--- src/rtl/watch_display.sv ---
// Four-digit multiplexed 7-segment driver for a mins:secs counter; one-clock registered outputs.
// Digits are captured once per scan frame so a frame is never torn by mid-scan input changes.
module watch_display #(
  parameter int REFRESH_DIV = 1000
) (
  input  logic       clk,
  input  logic       rst,
  input  logic       en,
  input  logic [5:0] mins,
  input  logic [5:0] secs,
  output logic [6:0] seg,
  output logic [3:0] an,
  output logic       dp
);

  localparam int CW = $clog2(REFRESH_DIV);
  localparam logic [CW-1:0] CNT_MAX = CW'(REFRESH_DIV - 1);
  localparam logic [3:0] DASH = 4'hA;

  typedef enum logic [1:0] {D0, D1, D2, D3} idx_t;

  idx_t          idx;
  logic [CW-1:0] cnt;
  logic [5:0]    snap_m;
  logic [5:0]    snap_s;
  logic          tc;
  logic [3:0]    dsel;

  assign tc = (cnt == CNT_MAX);

  function automatic logic [6:0] enc(input logic [3:0] d);
    case (d)
      4'd0:    return 7'h3F;
      4'd1:    return 7'h06;
      4'd2:    return 7'h5B;
      4'd3:    return 7'h4F;
      4'd4:    return 7'h66;
      4'd5:    return 7'h6D;
      4'd6:    return 7'h7D;
      4'd7:    return 7'h07;
      4'd8:    return 7'h7F;
      4'd9:    return 7'h6F;
      default: return 7'h40;
    endcase
  endfunction

  function automatic logic [3:0] tens_of(input logic [5:0] v);
    if (v >= 6'd50) return 4'd5;
    if (v >= 6'd40) return 4'd4;
    if (v >= 6'd30) return 4'd3;
    if (v >= 6'd20) return 4'd2;
    if (v >= 6'd10) return 4'd1;
    return 4'd0;
  endfunction

  // Values 60..63 show a dash on both digits of that field only.
  function automatic logic [3:0] digit(input logic [5:0] v, input logic hi);
    logic [3:0] t;
    logic [5:0] u;
    t = tens_of(v);
    u = v - ({2'b00, t} * 6'd10);
    if (v > 6'd59) return DASH;
    return hi ? t : u[3:0];
  endfunction

  always_comb begin
    dsel = 4'd0;
    case (idx)
      D0: dsel = digit(snap_s, 1'b0);
      D1: dsel = digit(snap_s, 1'b1);
      D2: dsel = digit(snap_m, 1'b0);
      D3: dsel = digit(snap_m, 1'b1);
      default: dsel = 4'd0;
    endcase
  end

  always_ff @(posedge clk or posedge rst) begin
    if (rst) begin
      cnt    <= '0;
      idx    <= D0;
      snap_m <= 6'd0;
      snap_s <= 6'd0;
      an     <= 4'b0000;
      seg    <= 7'h00;
      dp     <= 1'b0;
    end else begin
      cnt <= tc ? '0 : cnt + 1'b1;
      if (tc) begin
        case (idx)
          D0: idx <= D1;
          D1: idx <= D2;
          D2: idx <= D3;
          D3: idx <= D0;
          default: idx <= D0;
        endcase
        // Frame boundary: capture the next frame's digits.
        if (idx == D3) begin
          snap_m <= mins;
          snap_s <= secs;
        end
      end
      an  <= en ? (4'b0001 << idx) : 4'b0000;
      seg <= en ? enc(dsel) : 7'h00;
      dp  <= en && (idx == D2) && !snap_s[0];
    end
  end

endmodule

--- config.mk ---
export PLATFORM = sky130hd
export DESIGN_NAME = watch_display
export DESIGN_NICKNAME = d
export VERILOG_FILES = /design/src/rtl/watch_display.sv
export SDC_FILE = /design/constraint.sdc
export NUM_CORES = 1
export LEC_CHECK = 0
export CORE_MARGIN = 5
export CORE_UTILIZATION = 35
export CTS_CLUSTER_DIAMETER = 80
export DETAILED_ROUTE_END_ITERATION = 7
export PLACE_DENSITY = 0.61
export SKIP_LAST_GASP = 1
export SYNTH_ARGS = -nofsm -noshare
export SYNTH_HDL_FRONTEND = slang
export SYNTH_SLANG_ARGS = --single-unit
--- constraint.sdc ---
create_clock -name clk -period 6.7 [get_ports clk]
set_input_delay 0.67 -clock clk [delete_from_list [all_inputs] [get_ports clk]]
set_output_delay 0.67 -clock clk [all_outputs]
set_load 0.05 [all_outputs]
# Yosys cells after proc, flatten, opt, wreduce, memory -nomap -nowiden
# Memories as Yosys holds them, arrays and structs flattened.
# Index checks and enable logic that the tools add are counted.
[totals] regBits=36 rom_bits=112 in_bits=15 elab_cells=166 memories=1
[classes] add_sub_neg=3 mul=2 order_cmp=12 eq_ne=4 shift=1 mux=131 n_reduce_logical=5
[memory_table] memory="(name not given)" depth=16 word_bits=7 read_ports=1 rd_clocked_by_memory_dff=0 wr=0 line_no="32" source="case (d)"
[ops] operator="4-bit two-way mux" n=51
[ops] operator="1-bit two-way mux" n=76
[ops] operator="6-bit by 5-bit greater-or-equal comparator with 1-bit output, second input constant" n=4
[ops] operator="6-bit greater-or-equal comparator, second input constant" n=4
[ops] operator="4-bit case mux with 4 select lines" n=1
[ops] operator="6-bit by 4-bit greater-or-equal comparator with 1-bit output, second input constant" n=2
[ops] operator="6-bit > comparator, second input constant" n=2
[ops] operator="10-bit by 1-bit adder with 10-bit output, second input constant" n=1
[ops] operator="10-bit == test, second input constant" n=1
[ops] operator="10-bit two-way mux" n=1
[ops] operator="4-bit by 3-bit multiplier with 3-bit output, second input constant" n=2
[ops] operator="2-bit case mux with 4 select lines" n=1
[ops] operator="4-bit subtractor" n=2
[ops] operator="7-bit two-way mux" n=1
[ops] operator="2-bit == test, second input constant" n=2
[ops] operator="1-bit by 2-bit << shifter with 4-bit output, first input constant" n=1
[ops] operator="2-bit by 1-bit == test with 1-bit output, second input constant" n=1
[ops] operator="1-bit logical AND" n=2
[ops] operator="2-bit logical NOT" n=1
[ops] operator="2-bit AND reduction" n=1
[ops] operator="1-bit logical NOT" n=1

# Depth between registers and ports, before layout
# Gate-level depths: netlist of the first run.
# An unclocked memory read counts as a cell.
[logic_depth] word_depth=29 mapped_depth=15 ltp_nobuf=15

# Least setup slack after synthesis of the first run
# OpenSTA, ideal clock, no wires.
[synth_path] path_type="register to register" start="reg snap_m[2]" end="reg seg[4]" setup_ns=0.137 arrival_ns=2.722 slack_ns=3.841 path_stages_with_launch=12 synth_period_minus_slack_ns=2.859 cell_sequence="dfrtp_1 > nand2b_1 > and3_1 > o31ai_1 > ha_1 > inv_1 > fa_1 > a311oi_1 > a211oi_1 > o31a_2 > o2111ai_1 > o311ai_1"
[synth_between] elab_chain_len=19 word_cells_on_any_way=70 cone_classes="1 x add/sub; 1 x mul; 6 x order compare; 61 x mux; 1 x memory"
[synth_rtl] element="start, declared" line_no="24" source="logic [5:0] snap_m;"
[synth_rtl] element="start signal, assigned" line_no="98" source="snap_m <= mins;"
[synth_rtl] element="6-bit by 4-bit greater-or-equal comparator with 1-bit output" line_no="52" source="if (v >= 6'd10) return 4'd1;"
[synth_rtl] element="1-bit two-way mux (2 in series)" line_no="52"
[synth_rtl] element="1-bit two-way mux" line_no="51" source="if (v >= 6'd20) return 4'd2;"
[synth_rtl] element="1-bit two-way mux" line_no="50" source="if (v >= 6'd30) return 4'd3;"
[synth_rtl] element="1-bit two-way mux" line_no="49" source="if (v >= 6'd40) return 4'd4;"
[synth_rtl] element="1-bit two-way mux" line_no="68" source="case (idx)"
[synth_rtl] element="4-bit two-way mux" line_no="53" source="return 4'd0;"
[synth_rtl] element="4-bit two-way mux" line_no="52"
[synth_rtl] element="(+2 left out)"
[synth_rtl] element="4-bit two-way mux" line_no="49"
[synth_rtl] element="4-bit two-way mux" line_no="68"
[synth_rtl] element="4-bit by 3-bit multiplier with 3-bit output" line_no="61" source="u = v - ({2'b00, t} * 6'd10);"
[synth_rtl] element="4-bit subtractor" line_no="61"
[synth_rtl] element="4-bit two-way mux" line_no="63" source="return hi ? t : u[3:0];"
[synth_rtl] element="4-bit case mux with 4 select lines (*)" line_no="68"
[synth_rtl] element="memory 16 x 7 bit (*)"
[synth_rtl] element="7-bit two-way mux (*)" line_no="103" source="seg <= en ? enc(dsel) : 7'h00;"
[synth_rtl] element="end signal, assigned" line_no="103"
[synth_rtl] element="end, declared" line_no="11" source="output logic [6:0] seg,"
# Every way passes the cells marked *; elsewhere a longest branch is shown, timed or not. The select of a mux whose other input is x is not followed.
# A chain may end at the register's enable or synchronous reset.

# Final worst setup path of the first run
[layout_path] start="reg snap_m[4]" end="reg seg[0]"
# The elaborated chain is that of the path after synthesis.

==> metrics.md, run 1 <==
| Metric | Value |
|---|---|
| Period utilization | `between 40% and 50%` |
| Crit path max-delay cell type | `dfrtp_1` |
| Fin util | `between 40% and 50%` |
| Most frequent cells in the layout | `dfrtp_1, clkdlybuf4s50_1, nand2_1, nor2_1, o21ai_0` |
| Initial core utilization | `36.3%` |
| Routed Antenna Nets | `0` |
| Max cap viols | `0` |
| Minimum clock period | `~3200 ps` |
| Drt first pass iters | `4` |
| Top_reg_cell synth | `dfrtp_1` |
| WL/cell | `13.9 um` |
| Die width | `slightly above 90 um` |
| Post-cts resize count | `0` |
| Tightest Pin Transition | `~630 ps` |
| Req. time, crit path | `a little under 7000 ps` |
| Layout cells sized above 1 | `about an eighth` |
| Clock skew | `between 9 and 10 ps` |
| Later-pin clock latency in the skew report | `around 290 ps` |
| CTS tree | `built` |
| H-tree levels | `2` |
| Critical path class | `reg -> reg` |
| Yosys warns | `0` |
| Worst slack at placement | `between 3000 and 4000 ps` |
| Crit-path leading delay family | `compound AO/OA/AOI/OAI gates` |
| Grt total ovfl | `0` |
| Nets | `a little under 300` |
| DRC | `0` |
| Post-route setup TNS | `0 ps` |
| Finished Cell Area | `2710 um^2` |
| Height of the die | `91.3 um` |
| Mapped Cells | `~240` |
| Final hold violation count | `0` |
| PortBufs | `26` |
| Clk slew on worst S/H paths | `about 70 ps` |
| Placed Area | `2620 um^2` |
| Commonest non-fill, non-tap cell in the layout | `dfrtp_1` |
| Slew HR | `between 50% and 60%` |
| Worst setup SP type | `register` |
| Hold EP | `dp` |
| CP max stage delay | `approximately 550 ps` |
| Initial antenna violation count | `0` |
| Total Routed Length | `approximately 4700 um` |
| Reg2reg start | `snap_m[4]` |
| Peak fanout along the critical path | `13` |
| Clock Tree Root | `clkbuf_8` |
| Final setup violating endpoints | `0` |
| Core area | `6390 um^2` |
| Pins Over Slew Limit | `0` |
| DP HPWL | `roughly 3400 um` |
| Vias per cell | `roughly 5.3` |
| Pwr dens | `150 nW/um^2` |
| #FFs+latches synth | `36` |
| Cell Rows | `29` |
| Via count | `around 1800` |
| Die ar. | `between 8000 and 9000 um^2` |
| DR iter-0 viols | `just under 80` |
| Postcts setup bufs | `0` |
| ANT cells | `0` |
| VDD IR max | `0.105 mV` |
| Power Total | `around 400 uW` |
| Post-synth EDFFs | `0` |
| Reg2Reg Depth | `11` |
| CTS sink count | `36` |
| R2r endpoint | `seg[0]` |
| CTS Buffer Depth | `2` |
| Top cell type's share of synthesized area | `approximately two fifths` |
| Most used cell, CP | `o31ai_1` |
| Leakage | `between 1 and 1.5 nW` |
| Setup ws final | `between 3000 and 4000 ps` |
| WHS Path Cells | `1` |
| Global-route wire length before repair | `roughly 8100 um` |
| GRT Overall Usage | `roughly 12%` |
| Largest net degree at the start of global routing | `37` |
| Arr. time, crit path | `roughly 3400 ps` |
| Distinct cells, synth | `54` |
| Max Freq | `just over 300 MHz` |
| Flop2flop setup slack | `~3500 ps` |
| Ranking of synthesized cells by area | `dfrtp_1, ha_1, mux2_2` |
| Routability cong. | `roughly 0.85` |
| Register area share after synthesis | `38.9%` |
| Outcome | `finished clean` |
| Syn_nets | `about 270` |
| # IOs | `27` |
| Vias in the first global route | `approximately 1700` |
| Area growth, synth to finish | `17.0%` |
| Avg Cell Area, Syn | `slightly below 10 um^2` |
| TritonCTS Buffers | `5` |
| Mapped cell area | `around 2300 um^2` |
| HP Start | `snap_s[0]` |
| Worst min path class | `reg -> reg` |
| Worst path buffer plus inverter count | `1` |
| Worst setup EP type | `register` |
| Async SR Flop Fraction | `between 90% and 100%` |
| Worst-path cell chain | `nor2b_1 > xnor2_1 > o31ai_1 > ha_1 > inv_1 > fa_1 > a311oi_1 > a211oi_1 > o31ai_1 > a2111o_1 > o311ai_1` |
| Hold_buf cts | `0` |
| Cell taking the most area after synthesis | `dfrtp_1` |
| RSZ-0062 raised after global routing | `false` |
-- worst max-delay path by stage --
stage | from | endpoint | slack [ps] | cells past startpoint
floorplan | snap_m[2] | seg[4] | 3840 | 11
global placement | snap_m[4] | seg[3] | 3530 | 11
detailed placement | snap_m[4] | seg[2] | 3490 | 11
CTS | snap_m[4] | seg[2] | 3470 | 11
global route | snap_m[4] | seg[3] | 3090 | 11
finish | snap_m[4] | seg[0] | 3450 | 11
-- registers in the layout, indices dropped and copies added, names as in the netlist --
signal,flops
an,4
cnt,10
dp,1
idx,2
seg,7
snap_m,6
snap_s,6
-- cells by family (layout without fill, tap and decap cells) --
family | Yosys count | in the layout | synth area share [%]
AO/OA/AOI/OAI | 59 | 59 | 18.0
adder cells (fa/ha/maj) | 16 | 16 | 9.24
AND/OR/NAND/NOR | 84 | 84 | 20.4
flip-flops | 36 | 36 | 38.9
buffers and inverters | 24 | 48 | 5.08
XOR/XNOR | 8 | 8 | 3.03
multiplexers | 11 | 11 | 5.29
-- stage by stage --
stage,hold slack [ps],cells
2_1_floorplan,420,238
3_3_place_gp,471,331
3_5_place_dp,477,331
4_1_cts,494,339
5_1_grt,517,339
6_report,485,339
-- layer usage --
metal	wire [um]	GRT usage (%)
met4	29	3.79
met1	2320	15.6
met5	0	0
met2	2150	18.3
met3	226	2.81
-- power by group --
part / internal [mW] / leakage, nW / total, mW / switching [mW]
combinational: 0.0109 / 0.637 / 0.0243 / 0.0133
clock: 0.0836 / 0.0445 / 0.163 / 0.0797
sequential: 0.219 / 0.461 / 0.219 / 0.000440
-- area by class of cell --
class / count / area, um^2
repair buffers: 28 / 275
inverters: 12 / 45.0
fillers: 622 / 3680
multi-input cells: 178 / 1300
well taps: 77 / 96.3
clock buffers: 7 / 86.3
flip-flops and latches: 36 / 901
clock inverters: 1 / 7.51
-- cell usage after synthesis, types with 3 or more instances --
library cell  number
xor2_1             5
o22ai_1            3
o311ai_1           4
nand3_1            4
mux2_2            10
nor2_1            15
and3_1             5
ha_1              13
nand2_1           15
dfrtp_1           36
buf_2              7
nor2b_1            5
a21oi_1           12
o21ai_0           14
xnor2_1            3
a311oi_1           3
nor3_1             4
and2_1             8
inv_1             10
nand4_1            5
o31ai_1            4
nand2b_1          10
-- worst reg2reg max path: cells and delay by family (launching register included) --
family / cells / cell delay (ps)
buf+inv: 1 / 50
xor+xnor: 1 / 110
fa+ha+maj: 2 / 640
simple gates: 1 / 310
flops: 1 / 550
compound gates: 6 / 1470
(Power assumes the default switching activity.)
==> inputs of run 2 (changes only) <==
- PLACE_DENSITY: 0.61 -> 0.63
- clock period: 6.7 -> 2.8 ns (I/O delays scaled with it)
==> run 2 against run 1 <==
The flow now finishes with violations (negative setup slack). Routed wire length increased by 16%. Sequential power grew 140%. Total power is 140% higher. Via count is 10% higher. Worst hold slack got worse by 87 ps. Register-to-register slack lost 3500 ps. Critical path type unchanged. Largest power group unchanged.
==> metrics.md, run 2 (synthesis gave the netlist of run 1 again) <==
| Metric | Value |
|---|---|
| Clock skew | `5.75 ps (-3.64 ps)` |
| Vias in the first global route | `1953 (+13%)` |
| Period utilization | `103% (+54 points)` |
| Routability cong. | `0.845 (-0.69%)` |
| Die ar. | `8340 um^2 (unchanged)` |
| Initial antenna violation count | `0 (unchanged)` |
| Later-pin clock latency in the skew report | `290 ps (about the same)` |
| Routed Antenna Nets | `0 (unchanged)` |
| Reg2Reg Depth | `12 (+1)` |
| Final setup violating endpoints | `7 (+7)` |
| Via count | `1986 (+10%)` |
| Peak fanout along the critical path | `5 (-8)` |
| Core area | `6390 um^2 (unchanged)` |
| CTS sink count | `36 (unchanged)` |
| Req. time, crit path | `2960 ps (-3900 ps)` |
| DP HPWL | `3740 um (+10%)` |
| Crit-path leading delay family | `compound AO/OA/AOI/OAI gates` |
| Worst Setup SP | `snap_m[4]` |
| Max cap viols | `0 (unchanged)` |
| Cell Rows | `29 (unchanged)` |
| Worst path buffer plus inverter count | `2 (+1)` |
| Critical path class | `reg -> reg` |
| Biggest register | `cnt` |
| Arr. time, crit path | `3040 ps (-370 ps)` |
| Die width | `91.3 um (unchanged)` |
| Reg2reg start | `snap_m[4]` |
| Max Freq | `348 MHz (+13%)` |
| Hold_buf cts | `0 (unchanged)` |
| TritonCTS Buffers | `5 (unchanged)` |
| Most frequent cells in the layout | `buf_4, dfrtp_1, clkdlybuf4s50_1` |
| Clock Tree Root | `clkbuf_8` |
| Worst-path cell chain | `nand2b_4 > and3_4 > o31ai_4 > ha_4 > inv_2 > fa_2 > xor2_1 > o21ai_1 > buf_4 > o31a_4 > o2111ai_2 > o311ai_2` |
| VDD IR max | `0.196 mV (+86%)` |
| Register area | `903 um^2 (+0.28%)` |
| Biggest regs | `cnt x10, seg x7` |
| Outcome | `finished with violations` |
| Total Routed Length | `5500 um (+16%)` |
| Fin util | `50.1% (+7.6 points)` |
| Worst min path class | `in -> async` |
| CP max stage delay | `450 ps (-100 ps)` |
| Leakage | `1.35 nW (+18%)` |
| Height of the die | `91.3 um (unchanged)` |
| Initial core utilization | `36.3% (unchanged)` |
| Slew HR | `59.6% (+1.4 points)` |
| DR iter-0 viols | `98 (+24%)` |
| Clk slew on worst S/H paths | `70 ps (about the same)` |
| Flop2flop setup slack | `-70 ps (-3520 ps)` |
| DRC | `0 (unchanged)` |
| Grt total ovfl | `0 (unchanged)` |
| Drt first pass iters | `4 (unchanged)` |
| Tightest Pin Transition | `606 ps (-20.8 ps)` |
| Nets | `328 (+13%)` |
| Pwr dens | `303 nW/um^2 (+100%)` |
| Hold slack final | `398 ps (-87.0 ps)` |
| RSZ-0062 raised after global routing | `true` |
| Final hold violation count | `0 (unchanged)` |
| ANT cells | `0 (unchanged)` |
| FILL cells | `599 (-3.7%)` |
| Minimum clock period | `2870 ps (-377 ps)` |
| CTS tree | `built` |
| Largest net degree at the start of global routing | `37 (unchanged)` |
| Crit path max-delay cell type | `dfrtp_2` |
| Setup ws final | `-72.2 ps (-3520 ps)` |
| Layout cells sized above 1 | `34.1% (+22 points)` |
| R2r endpoint | `seg[4]` |
| Pins Over Slew Limit | `0 (unchanged)` |
| CTS Buffer Depth | `2 (unchanged)` |
| H-tree levels | `2 (unchanged)` |
| Area of the multi-input gates | `1500 um^2 (+15%)` |
| Area growth, synth to finish | `38.0%` |
| Commonest non-fill, non-tap cell in the layout | `buf_4` |
| Worst setup SP type | `register` |
| Violated checks | `negative setup slack` |
| Max reg flops | `10 (unchanged)` |
| Vias per cell | `5.28 (-0.69%)` |
| # IOs | `27 (unchanged)` |
| WL/cell | `14.6 um (+4.9%)` |
| GRT Overall Usage | `13.0% (+1.4 points)` |
| Global-route wire length before repair | `9030 um (+12%)` |
| Worst setup EP type | `register` |
| PortBufs | `26 (unchanged)` |
-- run 2: cell count changes in the layout (fill, tap and decap cells not counted), sizes merged --
cell and change:
buf +37
-- run 2: worst max-delay path by stage --
stage | cells after the start | to
after CTS | 12 | seg[4]
after detailed placement | 12 | seg[3]
after global placement | 11 | seg[4]
after floorplan | 11 | seg[4]
final | 12 | seg[4]
after global routing | 13 | seg[3]
-- run 2: routing by layer --
metal / up-vias / routed length (um) / GRT usage [%]
li1: 980 / - / -
met1: 961 / 2350 / 16.3
met2: 31 / 2850 / 21.8
met3: 14 / 174 / 3.14
met4: 0 / 124 / 4.77
met5: - / 0 / 0
-- run 2: final cells by class --
| type | count | area share, % |
|---|---|---|
| well taps | 77 | 3.01 |
| repair buffers | 65 | 17.5 |
| multi-input cells | 178 | 46.8 |
| clock inverters | 1 | 0.235 |
| flip-flops and latches | 36 | 28.3 |
| clock buffers | 7 | 2.70 |
| inverters | 12 | 1.41 |
-- run 2: power breakdown --
group | total (mW) | switching [mW] | leakage, nW | internal, mW
registers | 0.524 | 0.000835 | 0.458 | 0.523
logic | 0.0590 | 0.0323 | 0.848 | 0.0268
clock network | 0.386 | 0.186 | 0.0445 | 0.200
total | 0.969 | 0.219 | 1.35 | 0.750
-- run 2: worst register-to-register path: stages (launching register included) --
cell	delay, ps
dfrtp_2	450
nand2b_4	150
and3_4	180
o31ai_4	280
ha_4	180
inv_2	30
fa_2	380
xor2_1	150
o21ai_1	110
buf_4	150
o31a_4	390
o2111ai_2	190
o311ai_2	120
-- run 2: through the flow --
step           instances  power [mW]  setup WS [ps]  setup TNS (ps)  area (um^2)
2_1_floorplan        238       0.561           6.22               0         2320
3_3_place_gp         353       0.593          -48.8            -151         2790
3_5_place_dp         353       0.594           -156            -804         2790
4_1_cts              365       0.982          -34.7           -88.6         3000
5_1_grt              376        1.01           -221           -1240         3200
6_report             376       0.969          -72.2            -313         3200
-- run 2: timing repair --
action,4_1_cts,5_1_grt
cloned,0,0
pin swaps,11,21
buffers inserted,4,11
setup endpoints to repair,7,7
hold endpoints to repair,0,0
resized for setup,18,26
